`config.mk`:
```
export PLATFORM = sky130hd
export DESIGN_NAME = spectrum_peak_hold
export DESIGN_NICKNAME = d
export VERILOG_FILES = /design/src/rtl/spectrum_pkg.sv /design/src/rtl/spectrum_bar_ram.sv /design/src/rtl/spectrum_peak_hold.sv
export SDC_FILE = /design/constraint.sdc
export NUM_CORES = 1
export LEC_CHECK = 0
export CORE_MARGIN = 1
export CORE_UTILIZATION = 46
export DETAILED_ROUTE_END_ITERATION = 10
export GPL_TIMING_DRIVEN = 0
export SYNTH_ARGS = -nofsm -noshare
export SYNTH_HDL_FRONTEND = slang
export SYNTH_HIERARCHICAL = 1
export SYNTH_SLANG_ARGS = --single-unit
```
`constraint.sdc`:
```
create_clock -name clk -period 2.6 [get_ports clk]
set_input_delay 0.65 -clock clk [delete_from_list [all_inputs] [get_ports clk]]
set_output_delay 0.65 -clock clk [all_outputs]
set_load 0.02 [all_outputs]
```
`src/rtl/spectrum_pkg.sv`:
```
// spectrum_pkg: shared data width, FSM state codes and saturating subtract for the peak-hold block
package spectrum_pkg;
    localparam int LOG_W = 8;
    typedef logic [1:0] state_t;
    localparam state_t CLEAR = 2'd0;
    localparam state_t SYNC  = 2'd1;
    localparam state_t ACCUM = 2'd2;
    function automatic logic [LOG_W-1:0] sat_sub(input logic [LOG_W-1:0] a, input logic [LOG_W-1:0] b);
        return (a > b) ? a - b : '0;
    endfunction
endpackage

```
`src/rtl/spectrum_bar_ram.sv`:
```
// spectrum_bar_ram: bar-height store with one write port and two registered read-first read ports
module spectrum_bar_ram
    import spectrum_pkg::*;
#(
    parameter int DEPTH = 64,
    parameter int AW = $clog2(DEPTH)
) (
    input  logic             clk,
    input  logic             rst,
    input  logic             we_i,
    input  logic [AW-1:0]    wa_i,
    input  logic [LOG_W-1:0] wd_i,
    input  logic [AW-1:0]    ra_a_i,
    output logic [LOG_W-1:0] rd_a_o,
    input  logic [AW-1:0]    ra_b_i,
    output logic [LOG_W-1:0] rd_b_o
);
    logic [LOG_W-1:0] mem_q [DEPTH];
    // Array contents are initialised by the owner's clear sweep, so the array itself has no reset
    always_ff @(posedge clk) begin
        if (we_i) mem_q[wa_i] <= wd_i;
    end
    // Both reads sample the array before this cycle's write lands, giving read-first behaviour
    always_ff @(posedge clk) begin
        if (rst) begin
            rd_a_o <= '0;
            rd_b_o <= '0;
        end else begin
            rd_a_o <= mem_q[ra_a_i];
            rd_b_o <= mem_q[ra_b_i];
        end
    end
endmodule

```
`src/rtl/spectrum_peak_hold.sv`:
```
// spectrum_peak_hold: per-bar max of FFT log bins with peak hold; SPECTRUM_PEAK_DECAY_EN enables hold+decay
module spectrum_peak_hold
    import spectrum_pkg::*;
#(
    parameter int NUM_BINS   = 512,
    parameter int NUM_BARS   = 64,
    parameter int DECAY_STEP = 2,
    parameter int DECAY_DIV  = 4
) (
    input  logic                        clk,
    input  logic                        rst,
    input  logic [LOG_W-1:0]            log_in,
    input  logic                        log_valid,
    input  logic                        log_last,
    input  logic [$clog2(NUM_BARS)-1:0] rd_addr,
    output logic [LOG_W-1:0]            rd_data,
    output logic                        frame_done,
    output logic                        frame_err
);
    localparam int BPB   = NUM_BINS / NUM_BARS;
    localparam int BIN_W = $clog2(NUM_BINS);
    localparam int BAR_W = $clog2(NUM_BARS);
    localparam int GRP_W = $clog2(BPB);

    if (NUM_BARS < 2 || (NUM_BINS & (NUM_BINS - 1)) != 0 || (NUM_BARS & (NUM_BARS - 1)) != 0 ||
        NUM_BINS % NUM_BARS != 0 || BPB < 2 || DECAY_DIV < 1 || DECAY_STEP < 0 ||
        DECAY_STEP >= 2 ** LOG_W) begin : g_bad_cfg
        $error("spectrum_peak_hold: illegal NUM_BINS/NUM_BARS/DECAY_STEP/DECAY_DIV combination");
    end

    state_t             state_q, state_d;
    logic [BIN_W-1:0]   bin_cnt_q, bin_cnt_d;
    logic [LOG_W-1:0]   grp_max_q;
    logic               wr_pend_q, wr_done_q;
    logic [BAR_W-1:0]   wr_addr_q;
    logic               frame_done_q, frame_err_q;
    logic [LOG_W-1:0]   rmw_data, wr_val, cur_max;
    logic [BAR_W-1:0]   bar_idx;
    logic               acc, grp_first, grp_last, at_end, clr_last, good, short_f, long_f;
    logic               clearing;

    assign clearing  = state_q == CLEAR;
    assign acc       = (state_q == ACCUM) && log_valid;
    assign bar_idx   = bin_cnt_q[BIN_W-1:GRP_W];
    assign grp_first = ~|bin_cnt_q[GRP_W-1:0];
    assign grp_last  = &bin_cnt_q[GRP_W-1:0];
    assign at_end    = &bin_cnt_q;
    assign clr_last  = bin_cnt_q == BIN_W'(NUM_BARS - 1);
    assign good      = acc && log_last && at_end;
    assign short_f   = acc && log_last && !at_end;
    assign long_f    = acc && !log_last && at_end;
    assign cur_max   = (grp_first || log_in > grp_max_q) ? log_in : grp_max_q;

`ifdef SPECTRUM_PEAK_DECAY_EN
    localparam int DCW = (DECAY_DIV > 1) ? $clog2(DECAY_DIV) : 1;
    logic [DCW-1:0]   dcnt_q;
    logic             wr_dec_q, dec_frame;
    logic [LOG_W-1:0] held;
    assign dec_frame = dcnt_q == DCW'(DECAY_DIV - 1);
    assign held      = sat_sub(rmw_data, wr_dec_q ? LOG_W'(DECAY_STEP) : '0);
    assign wr_val    = (grp_max_q > held) ? grp_max_q : held;
    // Decay flag travels with each pending write so the frame-end counter bump cannot affect it
    always_ff @(posedge clk) begin
        if (rst) begin
            dcnt_q   <= '0;
            wr_dec_q <= 1'b0;
        end else begin
            dcnt_q   <= good ? (dec_frame ? '0 : dcnt_q + 1'b1) : dcnt_q;
            wr_dec_q <= dec_frame;
        end
    end
`else
    logic unused_rmw;
    assign unused_rmw = ^rmw_data;
    assign wr_val     = grp_max_q;
`endif

    // Frame sequencing: clear sweep, resync to a frame boundary, then count bins
    always_comb begin
        state_d   = state_q;
        bin_cnt_d = bin_cnt_q;
        if (state_q == CLEAR) begin
            state_d   = clr_last ? SYNC : CLEAR;
            bin_cnt_d = clr_last ? '0 : bin_cnt_q + 1'b1;
        end else if (state_q == SYNC) begin
            state_d   = (log_valid && log_last) ? ACCUM : SYNC;
            bin_cnt_d = '0;
        end else if (state_q != ACCUM) begin
            state_d   = CLEAR;
            bin_cnt_d = '0;
        end else if (log_valid) begin
            state_d   = long_f ? SYNC : ACCUM;
            bin_cnt_d = log_last ? '0 : bin_cnt_q + 1'b1;
        end
    end

    // Group max, the one-cycle-deferred bar write and the frame status pulses
    always_ff @(posedge clk) begin
        if (rst) begin
            state_q      <= CLEAR;
            bin_cnt_q    <= '0;
            grp_max_q    <= '0;
            wr_pend_q    <= 1'b0;
            wr_done_q    <= 1'b0;
            wr_addr_q    <= '0;
            frame_done_q <= 1'b0;
            frame_err_q  <= 1'b0;
        end else begin
            state_q      <= state_d;
            bin_cnt_q    <= bin_cnt_d;
            grp_max_q    <= acc ? cur_max : grp_max_q;
            wr_pend_q    <= acc && grp_last;
            wr_done_q    <= good;
            wr_addr_q    <= bar_idx;
            frame_done_q <= wr_pend_q && wr_done_q;
            frame_err_q  <= short_f || long_f;
        end
    end

    spectrum_bar_ram #(.DEPTH(NUM_BARS)) u_ram (
        .clk    (clk),
        .rst    (rst),
        .we_i   (clearing || wr_pend_q),
        .wa_i   (clearing ? bin_cnt_q[BAR_W-1:0] : wr_addr_q),
        .wd_i   (clearing ? '0 : wr_val),
        .ra_a_i (bar_idx),
        .rd_a_o (rmw_data),
        .ra_b_i (rd_addr),
        .rd_b_o (rd_data)
    );

    assign frame_done = frame_done_q;
    assign frame_err  = frame_err_q;
endmodule

```
# Word-level counts from Yosys, hierarchy flattened
# Memories as Yosys holds them, arrays and structs flattened. A register that Yosys moved wholly into a read port is not among the register bits.
# Index checks and enable logic that the tools add are counted.
# totals
ff_bits	29
latch_bits	0
ram_bits	512
romBits	0
inputBits	18
output_inout_bits	10
word_cells	53
memories	1
# op_classes
n_addsub	1
n_mul	0
div_mod_pow	0
magnitude_cmp	1
eq_ne	4
n_shift	0
n_mux	17
n_bitwise	0
n_reduce_logical	21
# mem_list
name	words	width	read_ports	rd_clocked_by_memory_dff	wr	line_no	text
u_ram.mem_q	64	8	1	1	1	spectrum_bar_ram.sv:18	logic [LOG_W-1:0] mem_q [DEPTH];
# op_table
cell	count
$mux W9	6
$mux W2	6
$add A9 B1 Y9 const B	1
$eq A9 B6 Y1 const B	1
$logic_and A1 B1 Y1	9
$reduce_and A9 Y1	1
$gt A8 B8 Y1	1
$mux W8	1
$mux W6	1
$reduce_bool A4 Y1	1
$logic_not A1 Y1	3
$logic_or A1 B1 Y1	3
$mux W1	3
$reduce_and A3 Y1	1
$reduce_or A3 Y1	1
$eq A2 B1 Y1 const B	1
$eq A2 B2 Y1 const B	1
$logic_not A2 Y1	1
$ne A2 B2 Y1 const B	1
$reduce_and A2 Y1	1

# Depth between registers and ports, before layout
# Gate-level depths: netlist (run 1).
# logic_depth
word_depth	9
mapped_depth	9
mapped_depth_nobuf	9

# Hierarchy
# Netlist (run 1), hierarchy kept.
# modules_own_cells
mod	n_inst	cells_each	area_each_um2	seq_area_each_um2
spectrum_bar_ram	1	1216	24444.7	15695.1
spectrum_peak_hold	1	171	1564.0	580.6

# Least setup slack after synthesis (run 1)
# OpenSTA, ideal clock, no wires.
# synth_timing
kind	reg2reg
from	register state_q[1]
to	memory u_ram.mem_q[0][0] (data pin)
setup_ns	0.516
arrival_ns	2.344
t_required_ns	2.084
setup_slack_ns	-0.260
path_stages_with_launch	4
n_path_buf	1
period_less_slack_ns	2.860
path_cell_list	dfxtp_1 nor2_1 clkbuf_1 nor2b_1
# synth_between
elab_chain_len	2
# synth_lines
item	line_no	text
start, declared	spectrum_peak_hold.sv:31	state_t state_q, state_d;
start signal, assigned	spectrum_peak_hold.sv:109	state_q <= state_d;
$logic_not A2 Y1	spectrum_peak_hold.sv:42	assign clearing = state_q == CLEAR;
$mux W8	spectrum_peak_hold.sv:125	.wd_i (clearing ? '0 : wr_val),
end, declared	spectrum_bar_ram.sv:18	
# No other way between the ends.

==> impl_metrics.csv, run 1 <==
group,metric,value,unit
global_routing,antenna_found_initial,0,
detailed_routing,post_drt_wl_per_cell,28.7,microns
setup_path,worstPathMaxFanout,10,
cts,htree_levels,2,
setup_path,crit_path_max_incr_delay,0.60,ns
setup_path,crit_slowest_cell,"clkdlybuf4s50_1",
placement,numPortBuffers,24,
global_routing,grt_pass1_vias,11157,
placement,gp_congestion,0.938,
detailed_routing,drt_pass1_iterations,6,
finish,num_antenna_cells,0,
finish,final_area,26100,sq um
global_routing,grt_start_max_net_pins,45,
power_and_ir_drop,peakVddDrop,0.000503,V
timing,fin_crit,2.51,ns
logic_synthesis,netlist_instances,1084,
finish,n_fill_cell,3474,
power_and_ir_drop,p_leak,7.18,nW
cts,cts_sinks,549,
finish,area_growth,20.3,%
timing,tightest_slew,0.782,ns
placement,dpl.hpwl,34400,microns
finish,nNetsFinal,1259,
die,design.die.area,48000,sq um
detailed_routing,drc,0,
cts,numCtsBuffers,54,
detailed_routing,wl,54000,microns
finish,multiInputGateArea,5910,sq um
cts,cts-root-buf,"clkbuf_16",
logic_synthesis,yosysWarnings,6,
timing,drv_slew,0,
timing,setup_violations,0,
detailed_routing,viasPerCell,5.99,
setup_path,path_class,"in -> reg",
setup_path,critPathCaptureType,"register",
setup_path,cp-start-kind,"input pin",
die,rows,79,
die,core_area,46600,sq um
power_and_ir_drop,power.density,693,nW/um^2
placement,placed_area,22900,sq um
timing,max_freq,0.398,GHz
flow_run,max_cap_viol_count,0,
logic_synthesis,syn_nets,1114,
cts,cts_tree,"yes",
die,die_h,219,microns
detailed_routing,drt_iter0_drc,1323,
finish,final_util,56.0,%
timing,hold_viol_final,0,
logic_synthesis,syn_avg_cell_area,20.0,sq um
cts,path_clk_slew,0.06,ns
global_routing,grtUsageTotal,23.3,%
finish,regArea,16100,sq um
die,pin_count,28,
global_routing,grt_pass1_wl,78400,microns
die,start_util,46.6,%
die,die_x,219,microns
setup_path,crit_top_cell,"buf_4",
global_routing,gr-total-overflow,0,
timing,worst_clock_skew,0.0177,ns
hold_path,hold_path.class,"reg -> reg",
detailed_routing,postRouteAntennaNets,0,
timing,slew_headroom,47.8,%
detailed_routing,vias,11267,
timing,fin_crit_sh,96.6,%
cts,clkLatencyLatePin,0.60,ns
status,status,"completed",
timing,setup_tns,0,ns
setup_path,cp_cell_sequence,"clkdlybuf4s50_1, buf_4, buf_4, mux4_2, mux2i_1, a21oi_1, o21ai_1, nand3_1",
setup_path,cp_top_family,"buffers and inverters",
setup_path,arrival,2.95,ns
setup_path,crit_buf_inv,3,
setup_path,worstPathRequired,3.04,ns
cts,cts_max_path_buffers,3,
finish,drive_above_1_share,34.9,%
logic_synthesis,netlist_area,21700,sq um
## routing by layer
| layer | track usage [%] | routed length (microns) | part of all wire [%] | vias to the layer above |
|---|---|---|---|---|
| li1 | - | - | - | 4719 |
| met1 | 32.9 | 22100 | 41 | 5937 |
| met2 | 37.3 | 26000 | 48 | 498 |
| met3 | 3.63 | 4220 | 7.8 | 113 |
| met4 | 7.89 | 1730 | 3.2 | 0 |
| met5 | 0 | 0 | 0 | - |
## worst paths after layout
kind,startpoint,end,slack [ns],cells after the start
worst max register to register,state_q[0],u_ram/mem_q[57][4],0.09,5
worst min-delay path,wr_done_q,frame_done,0.41,2
worst max-delay path,rd_addr[2],u_ram/rd_b_o[4],0.09,8
worst min register to register,wr_done_q,frame_done,0.41,2
## flip-flops by register name (all words and copies together) (netlist names)
| signal | flops |
|---|---|
| bin_cnt_q | 9 |
| grp_max_q | 8 |
| wr_addr_q | 6 |
| u_ram/mem_q | 512 |
| wr_done_q | 1 |
| frame_err | 1 |
| wr_pend_q | 1 |
| frame_done | 1 |
| state_q | 2 |
| u_ram/rd_b_o | 8 |
## metrics by stage
stage	instances	power [mW]	hold WS (ns)	setup WS, ns
6_report	1881	18.1	0.410	0.0876
5_1_grt	1881	18.5	0.427	-0.00161
2_1_floorplan	1084	10.3	0.395	-0.130
3_5_place_dp	1724	10.6	0.405	-1.60
3_3_place_gp	1715	10.6	0.402	-2.37
4_1_cts	1871	18.2	0.413	-0.115
## report_power, final
part	switching [mW]	internal, mW	total, mW
Combinational	0.576	0.341	0.917
Clock	3.18	4.35	7.54
Sequential	0.0257	9.60	9.63
Total	3.79	14.3	18.1
## timing repair
| action | 4_1_cts | 5_1_grt |
|---|---|---|
| buffers inserted | 50 | 11 |
| cloned | 0 | 0 |
| gates resized for setup | 173 | 18 |
| endpoints found under the setup margin | 520 | 469 |
| pin swaps | 31 | 16 |
| hold buffers | 0 | 0 |
## cells in the final DEF, fill, tap and decap left out, types with 5 or more instances in the layout
| cell | instances |
|---|---|
| a21oi_1 | 20 |
| buf_12 | 36 |
| buf_2 | 8 |
| buf_4 | 51 |
| buf_6 | 8 |
| clkbuf_1 | 26 |
| clkbuf_16 | 55 |
| clkbuf_8 | 7 |
| clkdlybuf4s50_1 | 24 |
| clkinv_1 | 11 |
| clkinv_2 | 5 |
| dfxtp_1 | 37 |
| edfxtp_1 | 512 |
| ha_1 | 12 |
| inv_1 | 11 |
| mux2_2 | 11 |
| mux2i_1 | 28 |
| mux4_2 | 139 |
| nand2_1 | 27 |
| nand2b_1 | 6 |
| nand3_1 | 10 |
| nand3b_1 | 6 |
| nand4_1 | 6 |
| nor2_1 | 25 |
| nor2_4 | 70 |
| nor2b_1 | 9 |
| nor3_1 | 5 |
| o21ai_0 | 5 |
| o221ai_1 | 5 |
| or2b_2 | 14 |
## worst register-to-register path, stage by stage, from the launching register on
cell     delay (ns)
dfxtp_1        0.36
nor2_4         0.26
mux2_2         0.52
nor2_2         0.31
nand3_4        0.35
nor2_4         0.39
## area by class of cell
class / count / area share (%)
Buffer: 46 / 1.30
Clock buffer: 81 / 5.88
Sequential cell: 549 / 61.8
Tap cell: 607 / 2.91
Multi-Input combinational cell: 471 / 22.6
Timing Repair Buffer: 94 / 4.66
Clock inverter: 20 / 0.633
Inverter: 13 / 0.187
Note: power is estimated with default switching activity, not from simulation.
==> run 2: changes to the inputs <==
--- a/config.mk
+++ b/config.mk
@@ -6,9 +6,10 @@
 export NUM_CORES = 1
 export LEC_CHECK = 0
 export CORE_MARGIN = 1
-export CORE_UTILIZATION = 46
+export CORE_UTILIZATION = 35
 export DETAILED_ROUTE_END_ITERATION = 10
 export GPL_TIMING_DRIVEN = 0
+export SKIP_CTS_REPAIR_TIMING = 1
 export SYNTH_ARGS = -nofsm -noshare
 export SYNTH_HDL_FRONTEND = slang
 export SYNTH_HIERARCHICAL = 1
==> impl_metrics.csv, run 2 (synthesis results as in run 1) <==
group,metric,value,unit
global_routing,top_usage_layer,"met2",
placement,pre_cts_ws,-1.58,ns
setup_path,crit_top_cell,"nor2_4",
cts,htree_levels,2,
timing,worst_clock_skew,0.0233,ns
status,status,"completed",
placement,dpl.hpwl,35100,microns
power_and_ir_drop,peakVddDrop,0.000586,V
finish,reg_top3,"u_ram/mem_q x512, bin_cnt_q x9",
timing,hold_viol_final,0,
finish,largest_reg_flops,512,
global_routing,grt_pass1_wl,77700,microns
global_routing,grtUsageMet2,27.5,%
global_routing,use_met1,23.9,%
setup_path,path_class,"reg -> reg",
cts,numCtsBuffers,56,
detailed_routing,drt_iter0_drc,1272,
cts,clkLatencyLatePin,0.62,ns
die,start_util,35.7,%
detailed_routing,wl,54200,microns
die,core_area,60800,sq um
die,pin_count,28,
timing,max_freq,0.394,GHz
finish,n_fill_cell,5164,
placement,numPortBuffers,24,
global_routing,grtUsageTotal,17.2,%
timing,drv_slew,0,
hold_path,hold_path_depth,2,
die,die_x,251,microns
detailed_routing,post_drt_wl_per_cell,26.4,microns
setup_path,crit_buf_inv,0,
global_routing,gr-total-overflow,0,
power_and_ir_drop,power.density,704,nW/um^2
detailed_routing,vias,11165,
finish,final_cell_mix,"edfxtp_1 (512), mux4_2 (139), nor2_4 (70)",
setup_path,cp_top_family,"simple AND/OR/NAND/NOR gates",
cts,cts-root-buf,"clkbuf_16",
detailed_routing,drt_pass1_iterations,5,
setup_path,critPathCaptureType,"register",
timing,fin_crit_sh,97.7,%
setup_path,rr_worst_depth,5,
placement,placed_area,23100,sq um
global_routing,grt_pass1_vias,11016,
timing,tightest_slew,0.920,ns
setup_path,crit_path_max_incr_delay,0.52,ns
global_routing,antenna_found_initial,1,
setup_path,worstPathMaxFanout,10,
setup_path,worstPathRequired,2.87,ns
die,design.die.area,63000,sq um
finish,layout_commonest_cell,"edfxtp_1",
setup_path,cp_cell_sequence,"nor2_4, mux2_2, nor2b_2, nand3_4, nor2_4",
placement,gp_congestion,0.905,
setup_path,cp-start-kind,"register",
timing,fin_crit,2.54,ns
die,die_h,251,microns
finish,top_register,"u_ram/mem_q",
power_and_ir_drop,p_leak,7.23,nW
finish,nNetsFinal,1252,
cts,cts_max_path_buffers,3,
flow_run,max_cap_viol_count,0,
finish,area_growth,22.3,%
global_routing,grt_start_max_net_pins,49,
setup_path,arrival,2.81,ns
global_routing,grtUsageMet3,3.19,%
die,rows,90,
detailed_routing,postRouteAntennaNets,0,
finish,drive_above_1_share,35.3,%
timing,setup_violations,0,
setup_path,cp_num_cells,5,
timing,slew_headroom,38.5,%
cts,path_clk_slew,0.06,ns
detailed_routing,drc,0,
hold_path,hold_path.class,"reg -> reg",
cts,cts_sinks,549,
setup_path,crit_slowest_cell,"mux2_2",
detailed_routing,viasPerCell,5.44,
cts,cts_tree,"yes",
finish,final_area,26500,sq um
timing,fin_ws,0.0609,ns
[run 2: power breakdown]
part | switching (mW) | total [mW] | internal, mW
Sequential | 0.0247 | 9.63 | 9.60
Combinational | 0.565 | 0.898 | 0.333
Clock | 3.39 | 8.16 | 4.76
Total | 3.98 | 18.7 | 14.7
[run 2: area by class of cell]
cell class / count / area [sq um] / share of cell area, %
Buffer: 46 / 324 / 1.22
Clock inverter: 30 / 352 / 1.33
Antenna cell: 1 / 2.50 / 0.00944
Inverter: 13 / 48.8 / 0.184
Clock buffer: 75 / 1500 / 5.67
Tap cell: 782 / 978 / 3.69
Multi-Input combinational cell: 471 / 5930 / 22.3
Timing Repair Buffer: 85 / 1270 / 4.79
Sequential cell: 549 / 16100 / 60.8
[run 2: path summary, 6_finish.rpt]
check / from / endpoint / slack [ns]
setup / recovery: state_q[1] / u_ram/mem_q[27][1] / 0.06
hold / removal: wr_done_q / frame_done / 0.41
setup reg to reg: state_q[1] / u_ram/mem_q[27][1] / 0.06
hold reg to reg: wr_done_q / frame_done / 0.41
[run 2: through the flow]
step	util [%]	cells	hold WS (ns)	setup TNS, ns	power (mW)
2_1_floorplan	-	1084	0.395	-65.11	10.3
3_3_place_gp	37.7	1890	0.417	-1395.72	10.6
3_5_place_dp	38.1	1898	0.414	-672.89	10.6
4_1_cts	41.1	2003	0.415	-667.46	18.7
5_1_grt	43.6	2051	0.434	-0.613	19.2
6_report	43.6	2052	0.411	0	18.7
[run 2: routing by layer]
metal | up-vias | share of wire (%)
met2 | 433 | 48
met4 | 0 | 3.1
met3 | 87 | 7.1
met5 | - | 0
met1 | 5925 | 42
li1 | 4720 | -
[run 2: worst reg2reg max path: stages, from the launching register on]
cell and delay [ns]:
dfxtp_1 0.38, nor2_4 0.23, mux2_2 0.52, nor2b_2 0.29, nand3_4 0.36, nor2_4 0.42
